File: src/rtl/cache_arb_pkg.sv
// Shared types for the L1-to-lower-level line port arbiter.
// Imported by the interface, the picker and the arbiter top.
package cache_arb_pkg;

   localparam int ADDR_W_DEF = 32;
   localparam int LINE_W_DEF = 256;

   typedef enum logic [1:0] {
      IDLE,
      SERVE_I,
      SERVE_D
   } arb_state_t;

   typedef enum logic {
      SIDE_I,
      SIDE_D
   } side_t;

   typedef enum logic {
      OP_READ,
      OP_WRITE
   } op_t;

   function automatic side_t other_side(input side_t s);
      return (s == SIDE_I) ? SIDE_D : SIDE_I;
   endfunction

endpackage

File: src/rtl/cache_mem_arbiter_if.sv
// Bundle of I-cache, D-cache and lower line port signals.
// slave is the arbiter view, master the surrounding caches/memory.
interface cache_mem_arbiter_if
   import cache_arb_pkg::*;
#(
   parameter int ADDR_W = ADDR_W_DEF,
   parameter int LINE_W = LINE_W_DEF
);

   logic              i_read;
   logic [ADDR_W-1:0] i_addr;
   logic [LINE_W-1:0] i_rdata;
   logic              i_resp;

   logic              d_read;
   logic              d_write;
   logic [ADDR_W-1:0] d_addr;
   logic [LINE_W-1:0] d_wdata;
   logic [LINE_W-1:0] d_rdata;
   logic              d_resp;

   logic              l_read;
   logic              l_write;
   logic [ADDR_W-1:0] l_addr;
   logic [LINE_W-1:0] l_wdata;
   logic [LINE_W-1:0] l_rdata;
   logic              l_resp;

   modport slave (
      input  i_read, i_addr,
      output i_rdata, i_resp,
      input  d_read, d_write, d_addr, d_wdata,
      output d_rdata, d_resp,
      output l_read, l_write, l_addr, l_wdata,
      input  l_rdata, l_resp
   );

   modport master (
      output i_read, i_addr,
      input  i_rdata, i_resp,
      output d_read, d_write, d_addr, d_wdata,
      input  d_rdata, d_resp,
      input  l_read, l_write, l_addr, l_wdata,
      output l_rdata, l_resp
   );

endinterface

File: src/rtl/rr_picker2.sv
// Two-way round-robin pick: a lone request wins,
// a tie goes to the side that was not granted last.
module rr_picker2
   import cache_arb_pkg::*;
(
   input  logic [1:0] req,
   input  side_t      last,
   output logic       gnt_valid,
   output side_t      gnt_side
);

   always_comb begin
      gnt_valid = |req;
      gnt_side  = SIDE_I;
      unique case (1'b1)
         (req[1] & req[0]):  gnt_side = other_side(last);
         (req[1] & ~req[0]): gnt_side = SIDE_D;
         (~req[1]):          gnt_side = SIDE_I;
         default:            gnt_side = SIDE_I;
      endcase
   end

endmodule

File: src/rtl/cache_mem_arbiter.sv
// Shares one lower line port between I-cache and D-cache,
// one latched transaction at a time, round-robin granted.
module cache_mem_arbiter
   import cache_arb_pkg::*;
#(
   parameter int ADDR_W = ADDR_W_DEF,
   parameter int LINE_W = LINE_W_DEF
)(
   input  logic clk,
   input  logic rst_n,
   cache_mem_arbiter_if.slave bus
);

   arb_state_t        state;
   side_t             last_grant;
   op_t               lat_op;
   logic [ADDR_W-1:0] lat_addr;
   logic [LINE_W-1:0] lat_wdata;
   logic              l_read_q;
   logic              l_write_q;

   logic       d_pend;
   logic [1:0] pend;
   logic [1:0] pick_req;
   logic       gnt_valid;
   side_t      gnt_side;
   op_t        gnt_op;
   logic       req_active;
   logic       done;
   logic       take;
   logic       issue_now;
   logic       reissue;

   assign d_pend     = bus.d_read | bus.d_write;
   assign pend       = {d_pend, bus.i_read};
   assign req_active = l_read_q | l_write_q;
   assign done       = bus.l_resp & req_active
                     & (state != IDLE);

   // At handover only the other side may win.
   always_comb begin
      pick_req = 2'b00;
      unique case (state)
         IDLE:    pick_req = pend;
         SERVE_I: pick_req = {pend[1], 1'b0};
         SERVE_D: pick_req = {1'b0, pend[0]};
         default: pick_req = 2'b00;
      endcase
   end

   rr_picker2 u_pick (
      .req       (pick_req),
      .last      (last_grant),
      .gnt_valid (gnt_valid),
      .gnt_side  (gnt_side)
   );

   assign gnt_op = (gnt_side == SIDE_D && bus.d_write)
                 ? OP_WRITE : OP_READ;

   assign take      = gnt_valid & ((state == IDLE) | done);
   assign issue_now = take & (state == IDLE);
   assign reissue   = (state != IDLE) & ~req_active;

   always_ff @(posedge clk or negedge rst_n) begin
      if (!rst_n) begin
         state      <= IDLE;
         last_grant <= SIDE_I;
         lat_op     <= OP_READ;
         lat_addr   <= '0;
         lat_wdata  <= '0;
         l_read_q   <= 1'b0;
         l_write_q  <= 1'b0;
      end else begin
         if (take) begin
            state <= (gnt_side == SIDE_D)
                   ? SERVE_D : SERVE_I;
            last_grant <= gnt_side;
            lat_op     <= gnt_op;
            lat_addr   <= (gnt_side == SIDE_D)
                        ? bus.d_addr : bus.i_addr;
            if (gnt_side == SIDE_D)
               lat_wdata <= bus.d_wdata;
         end else if (done) begin
            state <= IDLE;
         end
         // A handover leaves one idle cycle before re-issuing.
         unique case (1'b1)
            issue_now: begin
               l_read_q  <= (gnt_op == OP_READ);
               l_write_q <= (gnt_op == OP_WRITE);
            end
            done: begin
               l_read_q  <= 1'b0;
               l_write_q <= 1'b0;
            end
            reissue: begin
               l_read_q  <= (lat_op == OP_READ);
               l_write_q <= (lat_op == OP_WRITE);
            end
            default: begin
            end
         endcase
      end
   end

   assign bus.l_read  = l_read_q;
   assign bus.l_write = l_write_q;
   assign bus.l_addr  = lat_addr;
   assign bus.l_wdata = lat_wdata;
   assign bus.i_rdata = bus.l_rdata;
   assign bus.d_rdata = bus.l_rdata;
   assign bus.i_resp  = done & (state == SERVE_I);
   assign bus.d_resp  = done & (state == SERVE_D);

`ifndef SYNTHESIS
   always @(posedge clk) begin
      if (rst_n) begin
         if (state == SERVE_I)
            assert (bus.i_read)
            else $error("i_read dropped before i_resp");
         if (state == SERVE_D)
            assert (d_pend)
            else $error("d request dropped before d_resp");
         assert (!(bus.d_read && bus.d_write))
         else $warning("d_read and d_write both set");
         if (!(state inside {IDLE, SERVE_I, SERVE_D}))
            $fatal(1, "arbiter in illegal state %0d", state);
      end
   end
`endif

endmodule

File: src/flat_wrapper.sv
// flat-port wrapper written by rule: the top's interface ports become plain ports
module cache_mem_arbiter_flat import cache_arb_pkg::*;
#(
   parameter int ADDR_W = ADDR_W_DEF,
   parameter int LINE_W = LINE_W_DEF
)
  (clk, rst_n, bus_i_read, bus_i_addr, bus_i_rdata, bus_i_resp, bus_d_read, bus_d_write, bus_d_addr, bus_d_wdata, bus_d_rdata, bus_d_resp, bus_l_read, bus_l_write, bus_l_addr, bus_l_wdata, bus_l_rdata, bus_l_resp);
  cache_mem_arbiter_if #(.ADDR_W(ADDR_W), .LINE_W(LINE_W)) bus_i ();
  input  logic clk;
  input  logic rst_n;
  input wire logic [$bits(bus_i.i_read)-1:0] bus_i_read;
  input wire logic [$bits(bus_i.i_addr)-1:0] bus_i_addr;
  output wire logic [$bits(bus_i.i_rdata)-1:0] bus_i_rdata;
  output wire logic [$bits(bus_i.i_resp)-1:0] bus_i_resp;
  input wire logic [$bits(bus_i.d_read)-1:0] bus_d_read;
  input wire logic [$bits(bus_i.d_write)-1:0] bus_d_write;
  input wire logic [$bits(bus_i.d_addr)-1:0] bus_d_addr;
  input wire logic [$bits(bus_i.d_wdata)-1:0] bus_d_wdata;
  output wire logic [$bits(bus_i.d_rdata)-1:0] bus_d_rdata;
  output wire logic [$bits(bus_i.d_resp)-1:0] bus_d_resp;
  output wire logic [$bits(bus_i.l_read)-1:0] bus_l_read;
  output wire logic [$bits(bus_i.l_write)-1:0] bus_l_write;
  output wire logic [$bits(bus_i.l_addr)-1:0] bus_l_addr;
  output wire logic [$bits(bus_i.l_wdata)-1:0] bus_l_wdata;
  input wire logic [$bits(bus_i.l_rdata)-1:0] bus_l_rdata;
  input wire logic [$bits(bus_i.l_resp)-1:0] bus_l_resp;
  assign bus_i.i_read = bus_i_read;
  assign bus_i.i_addr = bus_i_addr;
  assign bus_i_rdata = bus_i.i_rdata;
  assign bus_i_resp = bus_i.i_resp;
  assign bus_i.d_read = bus_d_read;
  assign bus_i.d_write = bus_d_write;
  assign bus_i.d_addr = bus_d_addr;
  assign bus_i.d_wdata = bus_d_wdata;
  assign bus_d_rdata = bus_i.d_rdata;
  assign bus_d_resp = bus_i.d_resp;
  assign bus_l_read = bus_i.l_read;
  assign bus_l_write = bus_i.l_write;
  assign bus_l_addr = bus_i.l_addr;
  assign bus_l_wdata = bus_i.l_wdata;
  assign bus_i.l_rdata = bus_l_rdata;
  assign bus_i.l_resp = bus_l_resp;
  cache_mem_arbiter #(.ADDR_W(ADDR_W), .LINE_W(LINE_W)) u_core (.clk(clk), .rst_n(rst_n), .bus(bus_i));
endmodule
File: config.mk
export PLATFORM = sky130hd
export DESIGN_NAME = cache_mem_arbiter_flat
export DESIGN_NICKNAME = d
export VERILOG_FILES = /design/src/rtl/cache_arb_pkg.sv /design/src/rtl/cache_mem_arbiter_if.sv /design/src/rtl/rr_picker2.sv /design/src/rtl/cache_mem_arbiter.sv /design/src/flat_wrapper.sv
export SDC_FILE = /design/constraint.sdc
export NUM_CORES = 1
export LEC_CHECK = 0
export BUFFER_PORTS_ARGS = -buffer_cell sky130_fd_sc_hd__buf_2
export CELL_PAD_IN_SITES_DETAIL_PLACEMENT = 1
export CELL_PAD_IN_SITES_GLOBAL_PLACEMENT = 1
export CORE_AREA = 2 2 545 547
export CTS_CLUSTER_DIAMETER = 120
export CTS_CLUSTER_SIZE = 10
export DETAILED_ROUTE_END_ITERATION = 8
export DIE_AREA = 0 0 547 549
export PLACE_DENSITY = 0.37
export SETUP_SLACK_MARGIN = 0.02
export SLEW_MARGIN = 20
export SYNTH_ARGS = -nofsm -noshare
export SYNTH_HDL_FRONTEND = slang
export SYNTH_SLANG_ARGS = --single-unit
File: constraint.sdc
create_clock -name clk -period 1.8 [get_ports clk]
set_input_delay 0.09 -clock clk [delete_from_list [all_inputs] [get_ports clk]]
set_output_delay 0.09 -clock clk [all_outputs]
set_load 0.02 [all_outputs]
======== Yosys cells after proc, flatten, opt, wreduce, memory -nomap -nowiden ========
Index checks and enable logic that the tools add are counted.
word-level totals
  register bits after elaboration ......... 294
  bits in latches ......................... 0
  bits in writable memories ............... 0
  memory bits (read-only) ................. 0
  output and inout bits ................... 804
  word-level logic and storage cells ...... 42
  memories kept ........................... 0
operators by class
  $add $sub $neg .......................... 0
  multiply operators ...................... 0
  div/mod/pow operators ................... 0
  $lt $le $gt $ge ......................... 0
  equal/unequal tests ..................... 2
  shifts and indexed selects .............. 0
  muxes and demuxes ....................... 10
  bitwise operators ....................... 16
  reductions and logical operators ........ 7
operators by type and width
  operator                                                               number
  32-bit two-way mux                                                     1
  1-bit AND                                                              9
  2-bit two-way mux                                                      3
  1-bit case mux with 3 select lines                                     2
  2-bit case mux with 3 select lines                                     1
  1-bit NOT                                                              4
  2-bit nonzero test                                                     2
  1-bit bitwise OR                                                       3
  3-bit nonzero test                                                     1
  2-bit by 1-bit equality test with 1-bit output, second input constant  1
  2-bit equality test, second input constant                             1
  2-bit zero test                                                        1
  1-bit two-way mux                                                      2
  1-bit case mux with 2 select lines                                     1
  2-bit AND reduction                                                    1
  2-bit OR reduction                                                     1
  1-bit logical AND                                                      1

======== Longest topological paths before layout ========
Gate-level depths: netlist of run 1.
  depth in word-level cells ............... 9
  mapped depth ............................ 7
  depth with buffers taken out ............ 4

======== Modules after synthesis ========
Synthesis of run 1 repeated with hierarchy kept, for this count alone.
unflattened totals
  cell total of the unflattened synthesis .. 1192
  area total of the unflattened synthesis .. 15329.7 um^2
by module, submodules not included
  module             instances  cells an instance  area an instance (um^2)
  cache_mem_arbiter  1          1190               15315.9
  rr_picker2         1          2                  13.8

======== Least setup slack after synthesis of run 1 ========
No wires, ideal clock.
  kind .................................... reg-to-reg
  start point ............................. register u_core.state[0]
  end point ............................... register u_core.lat_wdata[182], in the netlist u_core.bus.l_wdata[182]
  setup time .............................. 125 ps
  data arrival time ....................... 1801 ps
  required time ........................... 1675 ps
  slack ................................... -126 ps
  stages on the path, launching flop included .. 8
  path buffers ............................ 3
  period minus slack after synthesis ...... 1926 ps
  cells stage by stage .................... dfrtp_1 > and3b_1 > or2_1 > buf_2 > a21oi_2 > buf_4 > buf_6 > mux2_2
between the ends
  longest elaborated chain between the ends .. 6
  elaborated cells on any way between the ends .. 14
  those cells by class .................... 2 x eq/ne; 2 x mux; 6 x bitwise; 4 x reduce/logical
ends and longest elaborated chain
  what                                         RTL line                 RTL
  start, declared                              cache_mem_arbiter.sv:14  arb_state_t state;
  start signal, assigned                       cache_mem_arbiter.sv:76  state <= (gnt_side == SIDE_D)
  2-bit equality test (tied with other cells)  cache_mem_arbiter.sv:43  unique case (state)
  2-bit case mux with 3 select lines           cache_mem_arbiter.sv:43
  1-bit NOT                                    rr_picker2.sv:17         (req[1] & ~req[0]): gnt_side = SIDE_D;
  1-bit AND                                    rr_picker2.sv:17
  1-bit case mux with 2 select lines           rr_picker2.sv:15         unique case (1'b1)
  2-bit AND reduction (no line) (*)            --
  end signal, assigned                         cache_mem_arbiter.sv:83  lat_wdata <= bus.d_wdata;
  end, declared                                cache_mem_arbiter.sv:18  logic [LINE_W-1:0] lat_wdata;
Every way passes the cells marked *; elsewhere a longest branch is shown, timed or not.
A chain may end at the register's enable or synchronous reset.

======== Final worst setup path of run 1 ========
  start point ............................. register u_core.state[1]
  end point ............................... register u_core.lat_wdata[25], in the netlist u_core.bus.l_wdata[25]
The elaborated chain is that of the path after synthesis.

==> metrics.md, run 1 <==
| Metric | Value |
|---|---|
| Sequence of cells on the critical path | `o21bai_4 > or2_4 > a21oi_4 > buf_12 > buf_16 > buf_16 > clkbuf_16 > mux2_4` |
| Vias per std cell | `2.03` |
| Die height | `549 µm` |
| Tot GR Track Use | `8.96%` |
| Worst Tran Pin Value | `0.427 ns` |
| Final setup violation count | `273` |
| Status | `complete, but fails checks` |
| Syn_nets | `1,811` |
| Port-buffer cells | `617` |
| Vias in the first global route | `13.2k` |
| HPWL Detailed | `116,000 µm` |
| Top cell by count, worst path | `buf_16` |
| Synth Cell Area | `15,100 µm²` |
| Routed vias | `11.6k` |
| Worst Path Buf+Inv | `4` |
| RePlAce Congestion | `0.684` |
| WP data arrival | `2.69 ns` |
| Final Instance Area | `26,500 µm²` |
| R2r worst-path depth | `8` |
| Power Dens Cells | `1880 nW/µm²` |
| FMAX | `464 MHz` |
| Global Route met2 Usage | `13.2%` |
| I/O pin cnt | `1,386` |
| FF+latch count, synth | `294` |
| Routed WL | `142,000 µm` |
| Antenna-violating nets left | `0` |
| Failing checks | `negative setup slack` |
| Critical path peak fanout | `5` |
| Yosys cell types | `30` |
| Largest net degree at the start of global routing | `50` |
| Total Power | `49,800 µW` |
| Initial antenna violation count | `85` |
| Clk slew on worst S/H paths | `0.06 ns` |
| Critical Path RT | `2.34 ns` |
| Ys async rst share | `100%` |
| CTS buffer count | `41` |
| Area Overhead vs Synth | `75.1%` |
| Reg-to-reg startpoint | `u_core.state[1]$_DFFE_PN0P_` |
| Post-route setup slack | `-0.354 ns` |
| Max Clock Skew | `0.0335 ns` |
| Final worst path period share | `120%` |
| Seq/Total Area, Yosys | `48.6%` |
| Clk sinks | `294` |
| Finished Core Util | `8.99%` |
| DRT iter0 DRCs | `405` |
| Top FF cell, synth | `dfrtp_1` |
| Worst R2R End | `u_core.bus.l_wdata[25]$_DFFE_PN0P_` |
| CP max stage cell | `dfrtp_1` |
| Routed WL per cell | `24.8 µm` |
| Placed Area | `19,800 µm²` |
| First-pass GRT wire length | `168,000 µm` |
| Worst Setup End Kind | `flip-flop` |
| Met3 usage | `8.44%` |
| WS Path Type | `flip-flop to flip-flop` |
| GR Layer Usage met1 | `8.01%` |
| Ys Warns | `0` |
| Width of the die | `547 µm` |
| Htree depth | `2` |
| Unrepaired setup endpoints after global routing | `true` |
| Max transition margin | `71.1%` |
| Cell Rows | `200` |
| Peak VDD IR | `956 µV` |
| Total die area | `300,000 µm²` |
| Avg Inst Size Synth | `12.3 µm²` |
| Tightest Hold Check Type | `input pin to async pin` |
| Reg2Reg Setup Slack | `-0.35 ns` |
| Period minus WS final | `2.15 ns` |
| Gate Count Post-Synth | `1,229` |
| Core Area | `295,000 µm²` |
| Clock latency on the worst-skew pair | `0.67 ns` |
| CTS Buffer Depth | `3` |
| Pre-antenna DRT Iters | `4` |
| Final Hold Fails | `0` |
| Initial Util | `5.13%` |
| Leakage | `0.0110 µW` |
| CTS tree | `built` |
| Root buf cell | `clkbuf_16` |
| GRT overflow | `0` |
| Maxcap violations | `0` |
| CP max stage delay | `0.39 ns` |
| Gr busiest metal | `met2` |
| Layout Nets | `2,361` |
| Post-synth EDFFs | `0` |
| Startpoint types | `flip-flop` |
| Pins Over Slew Limit | `0` |
| Share of layout cells above drive strength 1 | `59.2%` |
| Residual DRC count | `0` |
| CP delay by family, top | `buffers and inverters` |
-- logic make-up (layout without fill, tap and decap cells) --
logic type	Yosys count	in the layout	synth area share (%)
buffers and inverters	552	1116	27.2
other	0	9	0
AOI/OAI and AO/OA	44	44	1.59
and+or+nand+nor	50	50	1.46
DFF	294	294	48.6
muxes	289	289	21.2
-- metal layers --
layer	part of all wire, %	vias up
met2	42	1019
met3	20	481
met5	0.12	-
met1	32	5474
li1	-	4659
met4	6.4	8
-- what timing repair did --
item / in CTS / in global routing
endpoints found under the setup margin: 293 / 290
pin swaps: 2 / 3
hold buffers: 326 / 0
resized for setup: 244 / 112
endpoints found under the hold margin: 537 / 0
cloned: 17 / 18
setup buffers: 30 / 6
-- where the power goes --
part	switching (µW)	internal, µW	total [µW]
Sequential	2280	10100	12400
Clock	3740	4280	8020
Combinational	16900	12500	29400
-- layout make-up --
class                           instances  area, µm²
Clock inverter                         12       93.8
Inverter                                1       3.75
Antenna cell                            9       22.5
Tap cell                             3939       4930
Timing Repair Buffer                 1058       8320
Sequential cell                       294       7360
Multi-Input combinational cell        383       4710
Clock buffer                           45       1080
Fill cell                           34518     269000
-- sequential cells by signal (all words and copies together) (netlist names) --
| signal | flops |
|---|---|
| u_core.bus.l_write | 1 |
| u_core.bus.l_addr | 32 |
| u_core.bus.l_wdata | 256 |
| u_core.last_grant | 1 |
| u_core.lat_op | 1 |
| u_core.state | 2 |
| u_core.bus.l_read | 1 |
-- metrics by stage --
step / setup WS, ns / TNS [ns] / hold slack, ns / instances
floorplan: -0.0953 / -21.61 / -0.206 / 1229
global placement: -0.358 / -76.14 / 0.0639 / 5295
detailed placement: -0.384 / -81.85 / 0.0627 / 5295
CTS: -0.378 / -78.11 / 0.0436 / 5725
global route: -0.393 / -81.46 / 0.118 / 5733
finish: -0.354 / -67.81 / 0.111 / 5741
-- synth_stat cells, types with 2 or more instances --
cell,count,area [µm²]
buf_4,535,4020
mux2i_1,32,320
nand2_1,5,18.8
mux2_2,235,2650
nor3b_1,3,22.5
nor2_1,34,128
dfrtp_1,294,7360
clkbuf_1,5,18.8
buf_1,2,7.51
o21ai_0,2,10.0
buf_2,5,25.0
a21oi_1,34,170
buf_6,4,45.0
nor3_1,2,10.0
mux2_1,22,248
-- worst min-delay path, cell delays in order --
cell	delay (ns)
dlygate4sd3_1	0.56
buf_8	0.23
buf_16	0.26
-- how the worst max path moves through the flow --
stage | from | slack [ns] | end | depth (start not counted)
2_1_floorplan | u_core.state[1]$_DFFE_PN0P_ | -0.1 | u_core.bus.l_wdata[10]$_DFFE_PN0P_ | 7
3_3_place_gp | u_core.state[1]$_DFFE_PN0P_ | -0.36 | u_core.bus.l_wdata[118]$_DFFE_PN0P_ | 6
3_5_place_dp | u_core.state[1]$_DFFE_PN0P_ | -0.38 | u_core.bus.l_wdata[130]$_DFFE_PN0P_ | 6
4_1_cts | u_core.state[1]$_DFFE_PN0P_ | -0.38 | u_core.bus.l_wdata[154]$_DFFE_PN0P_ | 10
5_1_grt | u_core.state[1]$_DFFE_PN0P_ | -0.39 | u_core.bus.l_wdata[25]$_DFFE_PN0P_ | 8
6_report | u_core.state[1]$_DFFE_PN0P_ | -0.35 | u_core.bus.l_wdata[25]$_DFFE_PN0P_ | 8
-- layout by cell type (no fill, tap or decap), types with 3 or more instances in the layout --
cell type        n
buf_16          16
a21oi_1         34
dlygate4sd3_1  325
nand2_1          5
buf_4           32
buf_6           11
mux2_4         253
nor2_1          28
clkbuf_16       56
nor2_2           6
clkinvlp_4       3
buf_12          32
mux2i_2          3
buf_2          614
mux2i_1         29
diode_2          9
buf_8           15
inv_6            5
dfrtp_1        294
mux2_2           4
(Power assumes the default switching activity.)
==> run 2, diff against run 1 <==
--- a/config.mk
+++ b/config.mk
@@ -5,15 +5,16 @@
 export SDC_FILE = /design/constraint.sdc
 export NUM_CORES = 1
 export LEC_CHECK = 0
+export ABC_AREA = 1
 export BUFFER_PORTS_ARGS = -buffer_cell sky130_fd_sc_hd__buf_2
 export CELL_PAD_IN_SITES_DETAIL_PLACEMENT = 1
 export CELL_PAD_IN_SITES_GLOBAL_PLACEMENT = 1
-export CORE_AREA = 2 2 545 547
+export CORE_AREA = 2 2 542 544
 export CTS_CLUSTER_DIAMETER = 120
 export CTS_CLUSTER_SIZE = 10
 export DETAILED_ROUTE_END_ITERATION = 8
-export DIE_AREA = 0 0 547 549
-export PLACE_DENSITY = 0.37
+export DIE_AREA = 0 0 544 546
+export PLACE_DENSITY = 0.38
 export SETUP_SLACK_MARGIN = 0.02
 export SLEW_MARGIN = 20
 export SYNTH_ARGS = -nofsm -noshare
==> run 2 against run 1 <==
Net effect:
- the run still ends with negative setup slack left
- sequential power shrank 10%
- synthesized area is 1.9% higher
- clock power rose by 0.7%
==> metrics.md, run 2 <==
| Metric | Value |
|---|---|
| WS Path Type | `flip-flop to flip-flop` |
| Commonest non-fill, non-tap cell in the layout | `nand2_1` |
| Layout Cells excl Fill | `6,363 (+11%)` |
| Sequence of cells on the critical path | `inv_2 > nand2_2 > buf_6 > o211ai_4 > buf_12 > buf_8 > buf_12 > clkbuf_16 > nand2_2 > nand2_1` |
| Clk sinks | `294 (unchanged)` |
| Tot GR Track Use | `8.59% (-0.37 points)` |
| Syn_nets | `2,466 (+36%)` |
| Top post-synthesis cells by area | `dfrtp_1, buf_4, nand2_1` |
| Critical path peak fanout | `6 (+1)` |
| Tightest Hold Check Type | `input pin to flip-flop` |
| Yosys top cell area share | `47.7% (-0.88 points)` |
| RePlAce Congestion | `0.831 (+22%)` |
| Final worst path period share | `100% (-20 points)` |
| Reg2Reg Setup Slack | `-0.001 ns (+0.35 ns)` |
| Post-route setup slack | `-0.00132 ns (+0.353 ns)` |
| Peak VDD IR | `650 µV (-32%)` |
| First-pass GRT wire length | `166,000 µm (-1.1%)` |
| Routed WL | `135,000 µm (-5.3%)` |
| Comb power frac | `52.0% (-7.1 points)` |
| Clk slew on worst S/H paths | `0.06 ns (about the same)` |
| CTS Buffer Depth | `3 (unchanged)` |
| Core Area | `292,000 µm² (-1.0%)` |
| Yosys top cell by area | `dfrtp_1` |
| Pint | `20,900 µW (-22%)` |
| Worst Tran Pin Value | `0.581 ns (+0.154 ns)` |
| Width of the die | `544 µm (-0.55%)` |
| Routed WL per cell | `21.2 µm (-15%)` |
| CP max stage delay | `0.44 ns (+0.05 ns)` |
| FF+latch count, synth | `294 (unchanged)` |
| Port-buffer cells | `617 (unchanged)` |
| Power Dens Cells | `1530 nW/µm² (-19%)` |
| Leakage | `0.0125 µW (+14%)` |
| Ys Warns | `0 (unchanged)` |
| Reg-to-reg startpoint | `u_core.state[0]$_DFFE_PN0P_` |
| Pre-antenna DRT Iters | `5 (+1)` |
| Max Clock Skew | `0.0301 ns (-0.00334 ns)` |
| Max transition margin | `61.2% (-9.9 points)` |
| Total Power | `40,000 µW (-20%)` |
| CP max stage cell | `dfrtp_1` |
| Hold Slack | `0.154 ns (+0.0432 ns)` |
| Largest register FFs | `256 (unchanged)` |
| Largest net degree at the start of global routing | `76 (+52%)` |
| HPWL Detailed | `109,000 µm (-5.7%)` |
| Post-synth EDFFs | `0 (unchanged)` |
| Crit path capture | `u_core.bus.l_wdata[251]$_DFFE_PN0P_` |
| Period minus WS final | `1.80 ns (-0.353 ns)` |
| Unrepaired setup endpoints after global routing | `true` |
| Synth cell count leaders | `nand2_1, buf_4, dfrtp_1` |
| Critical Path Source | `u_core.state[0]$_DFFE_PN0P_` |
| Count leader, synth | `nand2_1` |
| Antenna-violating nets left | `0 (unchanged)` |
| CTS tree | `built` |
| Area Overhead vs Synth | `69.7%` |
| CTS buffer count | `41 (unchanged)` |
| Final setup violation count | `1 (-99.6%)` |
| DRT iter0 DRCs | `912 (+130%)` |
| WP data arrival | `2.41 ns (-0.28 ns)` |
| Die height | `546 µm (-0.55%)` |
| Root buf cell | `clkbuf_16` |
| Seq/Total Area, Yosys | `47.7% (-0.88 points)` |
| Worst Setup End Kind | `flip-flop` |
| Cell Rows | `199 (-0.50%)` |
| Residual DRC count | `0 (unchanged)` |
| Vias in the first global route | `15.6k (+18%)` |
| Switch share | `47.8% (+1.8 points)` |
| Maxcap violations | `0 (unchanged)` |
| Most frequent cells in the layout | `nand2_1, buf_2, dlygate4sd3_1, dfrtp_1, nand2_2` |
| Ys async rst share | `100% (unchanged)` |
| Failing checks | `negative setup slack` |
| Top FF cell, synth | `dfrtp_1` |
| Dpl cells | `5,916 (+12%)` |
| Initial antenna violation count | `39 (-54%)` |
| Avg Inst Size Synth | `8.19 µm² (-34%)` |
| Synth Cell Area | `15,400 µm² (+1.9%)` |
| Layout Nets | `2,999 (+27%)` |
| Clock latency on the worst-skew pair | `0.67 ns (about the same)` |
| Pins Over Slew Limit | `0 (unchanged)` |
| GRT overflow | `0 (unchanged)` |
| Yosys cell types | `17 (-43%)` |
| Initial Util | `5.28% (+0.15 points)` |
| Clock power frac | `20.2% (+4.1 points)` |
| Final Hold Fails | `0 (unchanged)` |
| I/O pin cnt | `1,386 (unchanged)` |
| R2r worst-path depth | `10 (+2)` |
| Total die area | `297,000 µm² (-1.1%)` |
| Htree depth | `2 (unchanged)` |
| FMAX | `555 MHz (+20%)` |
| Routed vias | `14.5k (+25%)` |
| Gate Count Post-Synth | `1,884 (+53%)` |
| Critical Path RT | `2.40 ns (+0.06 ns)` |
| Share of power burned in registers | `27.7% (+2.9 points)` |
| Share of layout cells above drive strength 1 | `38.9% (-20 points)` |
| P_sw | `19,100 µW (-17%)` |
| Worst R2R End | `u_core.bus.l_wdata[251]$_DFFE_PN0P_` |
| Startpoint types | `flip-flop` |
| Status | `complete, but fails checks` |
| Vias per std cell | `2.28 (+13%)` |
[run 2: cell count changes in the layout (fill, tap and decap cells not counted), sizes merged, moves of 28 or more]
cell | previous run | this run
mux2 | 257 | 0
a21oi | 35 | 0
nand3 | 0 | 37
nand2 | 5 | 946
mux2i | 32 | 0
nor2 | 34 | 6
[run 2: what timing repair did]
action                                  4_1_cts  5_1_grt
hold endpoints to repair                    587        0
endpoints found under the setup margin       94      229
gates cloned                                  8       16
hold buffers                                329        0
buffers inserted                             16       13
resized for setup                            30      215
pin swaps                                     2       58
[run 2: critical path, delay by kind of cell (launching register included)]
family                 cells  cell delay, ns
AOI/OAI and AO/OA          1            0.21
buffers and inverters      6            0.89
DFF                        1            0.44
and+or+nand+nor            3            0.17
[run 2: cell families after synthesis]
logic type	synth area share, %
compound gates	0.324
buf+inv	27.5
flops	47.7
simple gates	24.5
[run 2: worst min path at each step]
stage,slack (ns),start,depth (start not counted),to
4_1_cts,0.03,bus_d_wdata[37],4,u_core.bus.l_wdata[37]$_DFFE_PN0P_
3_5_place_dp,0.17,rst_n,2,u_core.bus.l_addr[9]$_DFFE_PN0P_
5_1_grt,0.11,bus_d_wdata[73],4,u_core.bus.l_wdata[73]$_DFFE_PN0P_
6_report,0.15,bus_d_wdata[32],4,u_core.bus.l_wdata[32]$_DFFE_PN0P_
2_1_floorplan,-0.21,rst_n,0,u_core.bus.l_addr[0]$_DFFE_PN0P_
3_3_place_gp,0.18,rst_n,2,u_core.bus.l_addr[9]$_DFFE_PN0P_
[run 2: power groups by stage]
stage / Combinational (µW) / Clock, µW / Sequential (µW)
6_report: 20800 / 8080 / 11100
5_1_grt: 22900 / 8800 / 11400
4_1_cts: 19600 / 8650 / 11000
3_5_place_dp: 17400 / 0 / 11000
3_3_place_gp: 17300 / 0 / 11000
2_1_floorplan: 6770 / 0 / 13600
[run 2: final cells by class]
cell class,count,area (µm²)
clock buffers,43,1030
flip-flops and latches,294,7360
repair buffers,1073,8270
clock inverters,14,145
inverters,8,30.0
multi-input cells,999,4420
diodes,13,32.5
fillers,34836,266000
well taps,3919,4900
[run 2: metal layers]
| layer | global-route usage [%] | up-vias | routed length [µm] |
|---|---|---|---|
| met3 | 7.78 | 436 | 26900 |
| met1 | 8.28 | 6796 | 45200 |
| met2 | 12.0 | 1039 | 54000 |
| met5 | 0.487 | - | 271 |
| li1 | - | 6256 | - |
| met4 | 4.99 | 12 | 8530 |
[run 2: per-stage QoR]
step	setup TNS [ns]	setup slack [ns]	util, %	cell area [µm²]
3_5_place_dp	-0.200	-0.0541	6.89	20100
5_1_grt	-6.79	-0.0898	8.96	26200
6_report	-0.00132	-0.00132	8.97	26200
2_1_floorplan	0	0.253	-	15400
4_1_cts	-0.346	-0.0460	8.59	25100
3_3_place_gp	-3.28	-0.0994	6.89	20100
